$ cat config.mk
export PLATFORM = sky130hd
export DESIGN_NAME = pc_sequencer
export DESIGN_NICKNAME = d
export VERILOG_FILES = /design/src/rtl/pc_sequencer.sv
export SDC_FILE = /design/constraint.sdc
export NUM_CORES = 1
export LEC_CHECK = 0
export ABC_CLOCK_PERIOD_IN_PS = 2250
export BUFFER_PORTS_ARGS = -buffer_cell sky130_fd_sc_hd__buf_2
export CAP_MARGIN = 10
export CORE_ASPECT_RATIO = 1.75
export CORE_MARGIN = 5
export CORE_UTILIZATION = 53
export CTS_CLUSTER_SIZE = 10
export DETAILED_ROUTE_END_ITERATION = 12
export GPL_TIMING_DRIVEN = 0
export MAX_ROUTING_LAYER = met4
export PLACE_DENSITY = 0.86
export RECOVER_POWER = 50
export SYNTH_ARGS = -nofsm -noshare
export SYNTH_HDL_FRONTEND = slang
export SYNTH_SLANG_ARGS = --single-unit
export TNS_END_PERCENT = 50
$ cat constraint.sdc
create_clock -name clk -period 2.25 [get_ports clk]
set_clock_uncertainty 0.1 [all_clocks]
set_input_delay 0.225 -clock clk [delete_from_list [all_inputs] [get_ports clk]]
set_output_delay 0.225 -clock clk [all_outputs]
set_load 0.02 [all_outputs]
$ cat src/rtl/pc_sequencer.sv
// pc_sequencer
//   Fetch-stage program counter that advances once per instruction slot of
//   CPI clock cycles. Supports absolute and PC-relative jumps, call/return
//   through an internal return-address stack (RAS), stall and a sticky halt.
//
// Ports
//   clk, reset            clock; synchronous active-high reset
//   stall                 freezes the phase counter and all state
//   halt                  at a commit, stop sequencing until reset
//   branch_en, branch_rel jump at the commit; relative = signed offset
//   call, ret             push prog_ctr+1 and jump / pop and jump
//   target [D-1:0]        jump address or two's-complement offset
//   prog_ctr [D-1:0]      current instruction address
//   phase [4:0]           cycle index within the slot, 0..CPI-1
//   step                  one-cycle strobe following each commit
//   halted                sticky halt flag
//   ras_empty, ras_full   RAS occupancy flags
//   ras_err               sticky RAS overflow/underflow flag
module pc_sequencer #(
  parameter int D         = 12,
  parameter int CPI       = 5,
  parameter int RAS_DEPTH = 4
) (
  input  logic         clk,
  input  logic         reset,
  input  logic         stall,
  input  logic         halt,
  input  logic         branch_en,
  input  logic         branch_rel,
  input  logic         call,
  input  logic         ret,
  input  logic [D-1:0] target,
  output logic [D-1:0] prog_ctr,
  output logic [4:0]   phase,
  output logic         step,
  output logic         halted,
  output logic         ras_empty,
  output logic         ras_full,
  output logic         ras_err
);

  localparam int CW = $clog2(RAS_DEPTH + 1);
  localparam int AW = (RAS_DEPTH > 1) ? $clog2(RAS_DEPTH) : 1;
  localparam logic [4:0]    LAST_PHASE = 5'(CPI - 1);
  localparam logic [CW-1:0] FULL_CNT   = CW'(RAS_DEPTH);

  typedef enum logic {
    S_RUN,
    S_HALT
  } state_t;

  state_t        state_q, state_d;
  logic [D-1:0]  pc_q, pc_d;
  logic [4:0]    phase_q, phase_d;
  logic          step_q, step_d;
  logic          err_q, err_d;
  logic [CW-1:0] cnt_q, cnt_d;
  logic [D-1:0]  ras_q [RAS_DEPTH];
  logic [D-1:0]  ras_d [RAS_DEPTH];

  logic                commit;
  logic                ras_is_empty;
  logic                ras_is_full;
  logic [AW-1:0]       push_idx;
  logic [AW-1:0]       pop_idx;
  logic signed [D-1:0] offset;
  logic [D-1:0]        pc_inc;
  logic [D-1:0]        jump_pc;

  // Address arithmetic wraps modulo 2^D; the offset is two's complement.
  function automatic logic [D-1:0] pc_add(input logic [D-1:0] base,
                                          input logic signed [D-1:0] off);
    return base + $unsigned(off);
  endfunction

  assign offset       = target;
  assign pc_inc       = pc_q + D'(1);
  assign jump_pc      = branch_rel ? pc_add(pc_q, offset) : target;
  assign ras_is_empty = (cnt_q == '0);
  assign ras_is_full  = (cnt_q == FULL_CNT);
  assign push_idx     = cnt_q[AW-1:0];
  assign pop_idx      = AW'(cnt_q - CW'(1));
  assign commit       = (state_q == S_RUN) && !stall && (phase_q == LAST_PHASE);

  always_comb begin
    state_d = state_q;
    pc_d    = pc_q;
    phase_d = phase_q;
    step_d  = 1'b0;
    err_d   = err_q;
    cnt_d   = cnt_q;
    ras_d   = ras_q;

    if (state_q == S_HALT) begin
      phase_d = '0;
    end else if (!stall) begin
      if (commit) begin
        phase_d = '0;
        step_d  = 1'b1;
        if (halt) begin
          state_d = S_HALT;
        end else if (ret) begin
          // Underflow still advances sequentially so fetch never stalls.
          if (!ras_is_empty) begin
            pc_d  = ras_q[pop_idx];
            cnt_d = cnt_q - CW'(1);
          end else begin
            pc_d  = pc_inc;
            err_d = 1'b1;
          end
        end else if (call) begin
          // Overflow drops the return address but the jump is still taken.
          if (!ras_is_full) begin
            ras_d[push_idx] = pc_inc;
            cnt_d           = cnt_q + CW'(1);
          end else begin
            err_d = 1'b1;
          end
          pc_d = jump_pc;
        end else if (branch_en) begin
          pc_d = jump_pc;
        end else begin
          pc_d = pc_inc;
        end
      end else begin
        phase_d = phase_q + 5'd1;
      end
    end
  end

  always_ff @(posedge clk) begin
    if (reset) begin
      state_q <= S_RUN;
      pc_q    <= '0;
      phase_q <= '0;
      step_q  <= 1'b0;
      err_q   <= 1'b0;
      cnt_q   <= '0;
    end else begin
      state_q <= state_d;
      pc_q    <= pc_d;
      phase_q <= phase_d;
      step_q  <= step_d;
      err_q   <= err_d;
      cnt_q   <= cnt_d;
    end
  end

  // Stack entries are qualified by cnt_q, so they need no reset.
  always_ff @(posedge clk) begin
    ras_q <= ras_d;
  end

  assign prog_ctr  = pc_q;
  assign phase     = phase_q;
  assign step      = step_q;
  assign halted    = (state_q == S_HALT);
  assign ras_empty = ras_is_empty;
  assign ras_full  = ras_is_full;
  assign ras_err   = err_q;

endmodule

==> impl_table.tex, run 1 <==
\begin{tabular}{lr}
\hline
Metric & Value \\
\hline
\multicolumn{2}{l}{\textbf{STA}} \\
Number of setup violations in the final report & 0 \\
Hold Fails Final Rpt & 0 \\
PnR worst setup slack & 0.01466 ns \\
Unrepaired setup endpoints after global routing & true \\
Worst slew pin tran & 0.8081 ns \\
Total negative setup slack & 0 ns \\
Maximum clock frequency & 447.4 MHz \\
Headroom to the max-slew limit & 45.93\% \\
Post-route clock period utilization & 99.35\% \\
Number of pins exceeding their max-slew limit in the final report & 0 \\
Worst hold-check slack & 0.06584 ns \\
Final Critical Period & 2.235 ns \\
\multicolumn{2}{l}{\textbf{Routing}} \\
Initial DRC count & 297 \\
Final routed DRC violation total & 0 \\
Sum of routed wire length over all layers & 10,470 µm \\
Total number of vias & 3,208 \\
Length of the first detailed-routing pass in iterations & 6 \\
Detail Route Antenna Nets & 0 \\
Average wire per cell in the routed design & 20.70 µm \\
Ratio of routed vias to standard cells & 6.340 \\
\multicolumn{2}{l}{\textbf{Cells and area}} \\
Commonest non-fill, non-tap cell in the layout & edfxtp\_1 \\
Area used by sequential logic in the layout & 1919 µm² \\
Multi-input combinational cell area & 2120 µm² \\
Final \#Nets & 454 \\
Fill cell instance count of the final layout & 525 \\
Share of final-layout standard cells stronger than drive strength 1 & 32.06\% \\
ANT cells & 0 \\
Non-filler instance count after layout & 506 \\
Commonest non-fill, non-tap cells in the layout & 48 x edfxtp\_1, 32 x buf\_2, 29 x nor2\_1 \\
Area Overhead vs Synth & 20.45\% \\
\multicolumn{2}{l}{\textbf{Clock network}} \\
Hold Buf Count CTS & 0 \\
H-tree depth reported by CTS & 3 \\
Clock Sinks & 71 \\
Clock latency of the later-clocked register in the worst-skew pair & 0.34 ns \\
CTS root buffer & clkbuf\_16 \\
TritonCTS clock tree & done \\
Clock transition at the registers of the reported paths & 0.06 ns \\
Inserted Clock Buffers & 9 \\
Maximum count of clock buffers along a single path & 2 \\
\multicolumn{2}{l}{\textbf{Min path}} \\
Classification of the worst-slack hold path & input pin to register \\
\multicolumn{2}{l}{\textbf{GRT}} \\
First-pass GRT wire length & 15,870 µm \\
Initial antenna violation count & 0 \\
Remaining Overflow, GRT & 0 \\
Number of global-route vias before repair & 3,154 \\
Maximum number of pins on one net before global-route repair & 14 \\
Global-route total usage across every layer & 21.88\% \\
\multicolumn{2}{l}{\textbf{Critical path}} \\
List of cells traversed by the critical path & ha\_1 -> o21a\_1 -> o31a\_1 -> o31ai\_2 -> nand3\_1 -> xor2\_1 -> o21ai\_1 -> a311oi\_1 \\
CP Launch Point & prog\_ctr[3] \\
Critical R2R Capture & prog\_ctr[10] \\
Arr. time, crit path & 2.38 ns \\
Category of the worst setup path launch point & register \\
Worst Reg-to-Reg Cells & 8 \\
Worst Path Max Fanout & 7 \\
R2r startpoint & prog\_ctr[3] \\
CP Capture Type & register \\
Cell at the slowest stage of the critical path & dfxtp\_1 \\
Top Family by Delay on Critical Path & compound AO/OA/AOI/OAI gates \\
Register-to-register setup slack & 0.01 ns \\
Combined buffer and inverter count along the critical path & 0 \\
Setup Crit Path Kind & register to register \\
Worst endpoint required time & 2.39 ns \\
Peak per-stage delay on the critical path & 0.49 ns \\
Total number of cells along the worst setup path & 8 \\
Worst Setup EP & prog\_ctr[10] \\
\multicolumn{2}{l}{\textbf{Floorplanning}} \\
Die boundary width & 76.03 µm \\
Number of cell rows & 42 \\
Vertical extent of the die & 125.6 µm \\
Io pins & 42 \\
Placeable core region & 7515 µm² \\
Starting utilization of the core area & 53.81\% \\
Die area & 9546 µm² \\
\multicolumn{2}{l}{\textbf{Synth}} \\
Number of flops mapped to enable cells by yosys & 48 \\
Post-synthesis simple-gate area fraction & 15.69\% \\
Post-synthesis average cell area & 11.33 µm² \\
Compound-Gate Fraction of Synth Area & 13.95\% \\
Synth warn & 0 \\
Post-synth top flop & edfxtp\_1 \\
Yosys reg bits & 71 \\
Net Count, Synth & 397 \\
Share of synthesized area spent on multiplexers & 7.457\% \\
Share of synthesized registers carrying an async set or reset & 0\% \\
Share of synthesized area occupied by flip-flops and latches & 47.03\% \\
Number of cells produced by synthesis & 357 \\
Post-synthesis xor/xnor area fraction & 4.734\% \\
Synth Area in Adders & 6.374\% \\
Combinational family with the most area after synthesis & simple AND/OR/NAND/NOR gates \\
Post-synth cell types & 64 \\
Cell area after technology mapping & 4044 µm² \\
\multicolumn{2}{l}{\textbf{Power and ir drop}} \\
Maximum resistive drop on vdd & 408.8 µV \\
Leakage power figure & 1.769 nW \\
Overall power consumption & 2.854 mW \\
Power density over cell area & 586.0 nW/µm² \\
\multicolumn{2}{l}{\textbf{Placed design}} \\
Worst slack at placement & -0.5924 ns \\
Post-Place Cells & 485 \\
GPL Wtd Cong & 0.9171 \\
Post-DP HPWL & 7218 µm \\
Total of buffers placed on input and output ports & 40 \\
\multicolumn{2}{l}{\textbf{Outcome}} \\
Outcome & finished, final reports clean \\
\multicolumn{2}{l}{\textbf{Run}} \\
Number of max-cap violations & 0 \\
\hline
\end{tabular}
where the power goes:
group	leakage, nW	internal [mW]	total (mW)	switching (mW)
logic	1.07	0.0706	0.181	0.111
registers	0.575	1.38	1.38	0.00512
clock network	0.128	0.744	1.29	0.546
total	1.77	2.19	2.85	0.662
flip-flops by register name, indices dropped and copies added (netlist names):
register  cells
prog_ctr     12
cnt_q         3
step          1
ras_q        48
halted        1
ras_err       1
phase         5
worst reg2reg max path, cell delays in order, from the launching register on:
cell and delay (ns):
dfxtp_1 0.49, ha_1 0.34, o21a_1 0.19, o31a_1 0.15, o31ai_2 0.22, nand3_1 0.14
xor2_1 0.17, o21ai_1 0.09, a311oi_1 0.26
area by class of cell:
type	instances	area share (%)
Buffer	15	3.314
Clock inverter	6	0.9504
Timing Repair Buffer	46	4.726
Multi-Input combinational cell	256	43.51
Tap cell	88	2.260
Inverter	15	1.207
Clock buffer	9	4.624
Sequential cell	71	39.40
kinds of logic (layout without fill, tap and decap cells):
group | count (synthesis) | count (layout)
flip-flops | 71 | 71
buffers and inverters | 30 | 91
AO/OA/AOI/OAI | 81 | 81
adder cells (fa/ha/maj) | 20 | 20
AND/OR/NAND/NOR | 119 | 119
XOR/XNOR | 21 | 21
multiplexers | 15 | 15
timing repair:
item / CTS / global route
endpoints found under the hold margin: 0 / 0
buffers inserted: 3 / 3
endpoints found under the setup margin: 64 / 62
gates resized for setup: 26 / 28
pin swaps: 5 / 8
layer usage:
metal / wire length [µm] / track usage, %
met4: 640 / 14.68
met3: 608 / 4.676
met1: 3560 / 21.56
met2: 5664 / 37.78
met5: 0 / -
cell usage after synthesis, drive strengths merged, types with 3 or more instances:
cell / number / share of area, %
o31ai: 3 / 0.56
nand3: 16 / 2.1
edfxtp: 48 / 36
xnor2: 13 / 3.0
buf: 7 / 1.0
a221oi: 4 / 1.0
nor3: 17 / 2.4
or3: 4 / 0.62
ha: 19 / 5.9
xor2: 8 / 1.7
nor2b: 5 / 0.84
a211oi: 11 / 2.0
and2: 5 / 0.77
nand2b: 3 / 0.65
a21oi: 21 / 2.9
o21ai: 15 / 1.9
nand2: 25 / 2.3
mux4: 12 / 6.7
and4: 3 / 0.77
dfxtp: 23 / 11
clkbuf: 7 / 1.9
a21o: 4 / 0.74
o22ai: 4 / 0.77
nand4: 3 / 0.84
inv: 14 / 1.3
nor2: 33 / 3.2
worst min path at each step:
stage / startpoint / to / slack (ns) / cells after the start
floorplan: halt / halted / 0.27 / 2
global placement: ras_err / ras_err / 0.35 / 2
detailed placement: ras_err / ras_err / 0.36 / 2
CTS: halt / halted / 0.06 / 3
global route: halt / halted / 0.12 / 3
finish: halt / halted / 0.07 / 3
per-stage QoR:
| stage | area [µm²] | utilization [%] |
|---|---|---|
| global route | 4871 | 64.82 |
| floorplan | 4054 | - |
| CTS | 4748 | 63.19 |
| detailed placement | 4364 | 58.08 |
| global placement | 4364 | 58.08 |
| finish | 4871 | 64.82 |
No activity file was read; power rests on OpenSTA's default activity.
==> run 2, diff against run 1 <==
Settings changed: CORE_MARGIN 5 to 2, HOLD_SLACK_MARGIN from default to 0.12, PLACE_DENSITY 0.86 to 0.8.
==> impl_table.tex, run 2 (same netlist as run 1, synthesis figures left out) <==
\begin{tabular}{lr}
\hline
Metric & Value \\
\hline
\multicolumn{2}{l}{\textbf{Floorplanning}} \\
Number of cell rows & 42 \\
Placeable core region & 7462 µm² \\
Vertical extent of the die & 119.6 µm \\
Die area & 8372 µm² \\
Io pins & 42 \\
Starting utilization of the core area & 54.19\% \\
Die boundary width & 70.03 µm \\
\multicolumn{2}{l}{\textbf{Clock network}} \\
TritonCTS clock tree & done \\
H-tree depth reported by CTS & 3 \\
Clock transition at the registers of the reported paths & 0.06 ns \\
Maximum count of clock buffers along a single path & 2 \\
CTS root buffer & clkbuf\_16 \\
Clock latency of the later-clocked register in the worst-skew pair & 0.34 ns \\
Clock Sinks & 71 \\
Inserted Clock Buffers & 9 \\
\multicolumn{2}{l}{\textbf{Placed design}} \\
Area after detailed placement & 4364 µm² \\
Post-DP HPWL & 7384 µm \\
GPL Wtd Cong & 0.9331 \\
Worst slack at placement & -0.6076 ns \\
Total of buffers placed on input and output ports & 40 \\
\multicolumn{2}{l}{\textbf{Critical path}} \\
List of cells traversed by the critical path & ha\_4 -> inv\_2 -> fa\_2 -> nor2b\_4 -> o31a\_1 -> buf\_4 -> a211oi\_1 -> a21o\_1 -> nand3\_1 -> a311oi\_1 \\
Worst endpoint required time & 2.39 ns \\
Peak per-stage delay on the critical path & 0.36 ns \\
Arr. time, crit path & 2.39 ns \\
CP Capture Type & register \\
Category of the worst setup path launch point & register \\
Combined buffer and inverter count along the critical path & 2 \\
Setup Crit Path Kind & register to register \\
Worst Path Max Fanout & 5 \\
Top Family by Delay on Critical Path & compound AO/OA/AOI/OAI gates \\
Cell at the slowest stage of the critical path & dfxtp\_4 \\
\multicolumn{2}{l}{\textbf{STA}} \\
Unrepaired setup endpoints after global routing & true \\
Hold Fails Final Rpt & 0 \\
Headroom to the max-slew limit & 54.04\% \\
Final Critical Period & 2.246 ns \\
Post-route clock period utilization & 99.83\% \\
Number of setup violations in the final report & 0 \\
Worst slew pin tran & 0.6869 ns \\
PnR worst setup slack & 0.003773 ns \\
Maximum clock frequency & 445.2 MHz \\
Number of pins exceeding their max-slew limit in the final report & 0 \\
\multicolumn{2}{l}{\textbf{Run}} \\
Number of max-cap violations & 0 \\
\multicolumn{2}{l}{\textbf{GRT}} \\
First-pass GRT wire length & 16,100 µm \\
Initial antenna violation count & 0 \\
Global-route total usage across every layer & 25.99\% \\
Number of global-route vias before repair & 3,245 \\
Maximum number of pins on one net before global-route repair & 15 \\
Remaining Overflow, GRT & 0 \\
\multicolumn{2}{l}{\textbf{Min path}} \\
Classification of the worst-slack hold path & input pin to register \\
\multicolumn{2}{l}{\textbf{Cells and area}} \\
Area Overhead vs Synth & 21.75\% \\
Share of final-layout standard cells stronger than drive strength 1 & 35.63\% \\
Final cell area excluding filler cells & 4923 µm² \\
Commonest non-fill, non-tap cell in the layout & edfxtp\_1 \\
Biggest register & ras\_q \\
Commonest non-fill, non-tap cells in the layout & 48 x edfxtp\_1, 44 x buf\_2, 28 x nor2\_1 \\
Final Core Density & 65.98\% \\
Flip-flop count of the largest register after layout & 48 \\
Fill cell instance count of the final layout & 568 \\
ANT cells & 0 \\
Final \#Nets & 456 \\
\multicolumn{2}{l}{\textbf{Routing}} \\
Length of the first detailed-routing pass in iterations & 6 \\
Final routed DRC violation total & 0 \\
Detail Route Antenna Nets & 0 \\
Sum of routed wire length over all layers & 9970 µm \\
Average wire per cell in the routed design & 19.59 µm \\
Ratio of routed vias to standard cells & 6.057 \\
Initial DRC count & 202 \\
Total number of vias & 3,083 \\
\multicolumn{2}{l}{\textbf{Power and ir drop}} \\
Power density over cell area & 589.3 nW/µm² \\
Maximum resistive drop on vdd & 551.1 µV \\
Overall power consumption & 2.901 mW \\
Leakage power figure & 1.851 nW \\
\multicolumn{2}{l}{\textbf{Outcome}} \\
Outcome & finished, final reports clean \\
\hline
\end{tabular}
## run 2: layout make-up
cell class / count / area, µm² / share of cell area (%)
plain buffers: 15 / 166.4 / 3.380
clock buffers: 9 / 225.2 / 4.574
clock inverters: 7 / 56.30 / 1.144
inverters: 15 / 58.81 / 1.194
multi-input cells: 256 / 2123 / 43.13
flip-flops and latches: 71 / 1921 / 39.01
well taps: 88 / 110.1 / 2.236
repair buffers: 48 / 262.8 / 5.337
## run 2: per-stage QoR
step | hold slack, ns | setup TNS (ns) | std cells
after CTS | 0.1305 | -0.02048 | 506
after detailed placement | 0.3736 | -19.48 | 485
after floorplan | 0.2657 | -0.9376 | 357
final | 0.1436 | 0 | 509
after global placement | 0.3538 | -15.17 | 485
after global routing | 0.1677 | -0.3520 | 509
## run 2: worst paths after layout
path / slack (ns) / from / end / cells past startpoint
worst max-delay path: 0.004 / prog_ctr[0] / prog_ctr[4] / 10
worst min-delay path: 0.14 / reset / prog_ctr[11] / 3
worst max register to register: 0.004 / prog_ctr[0] / prog_ctr[4] / 10
worst min register to register: 0.38 / ras_err / ras_err / 2
## run 2: what timing repair did
| item | CTS | global route |
|---|---|---|
| endpoints found under the hold margin | 1 | 0 |
| gates resized for setup | 32 | 25 |
| setup buffers | 4 | 3 |
| setup endpoints to repair | 64 | 58 |
| hold buffers | 1 | 0 |
| cloned | 0 | 0 |
| pin swaps | 10 | 10 |
## run 2: report_power, final
| group | switching [mW] | total [mW] | internal [mW] | leakage [nW] |
|---|---|---|---|---|
| sequential | 0.00517 | 1.38 | 1.38 | 0.574 |
| combinational | 0.108 | 0.180 | 0.0725 | 1.14 |
| clock | 0.583 | 1.34 | 0.757 | 0.136 |
## run 2: tightest hold or removal path: cells and delay by family
kind | cells | cell delay [ns]
compound gates | 1 | 0.05
simple gates | 1 | 0.13
buf+inv | 1 | 0.13
## run 2: layer usage
metal	wire, µm	GRT usage (%)
met1	3657	26.06
met2	5383	45.24
met3	394	5.122
met4	535	16.83
met5	0	-
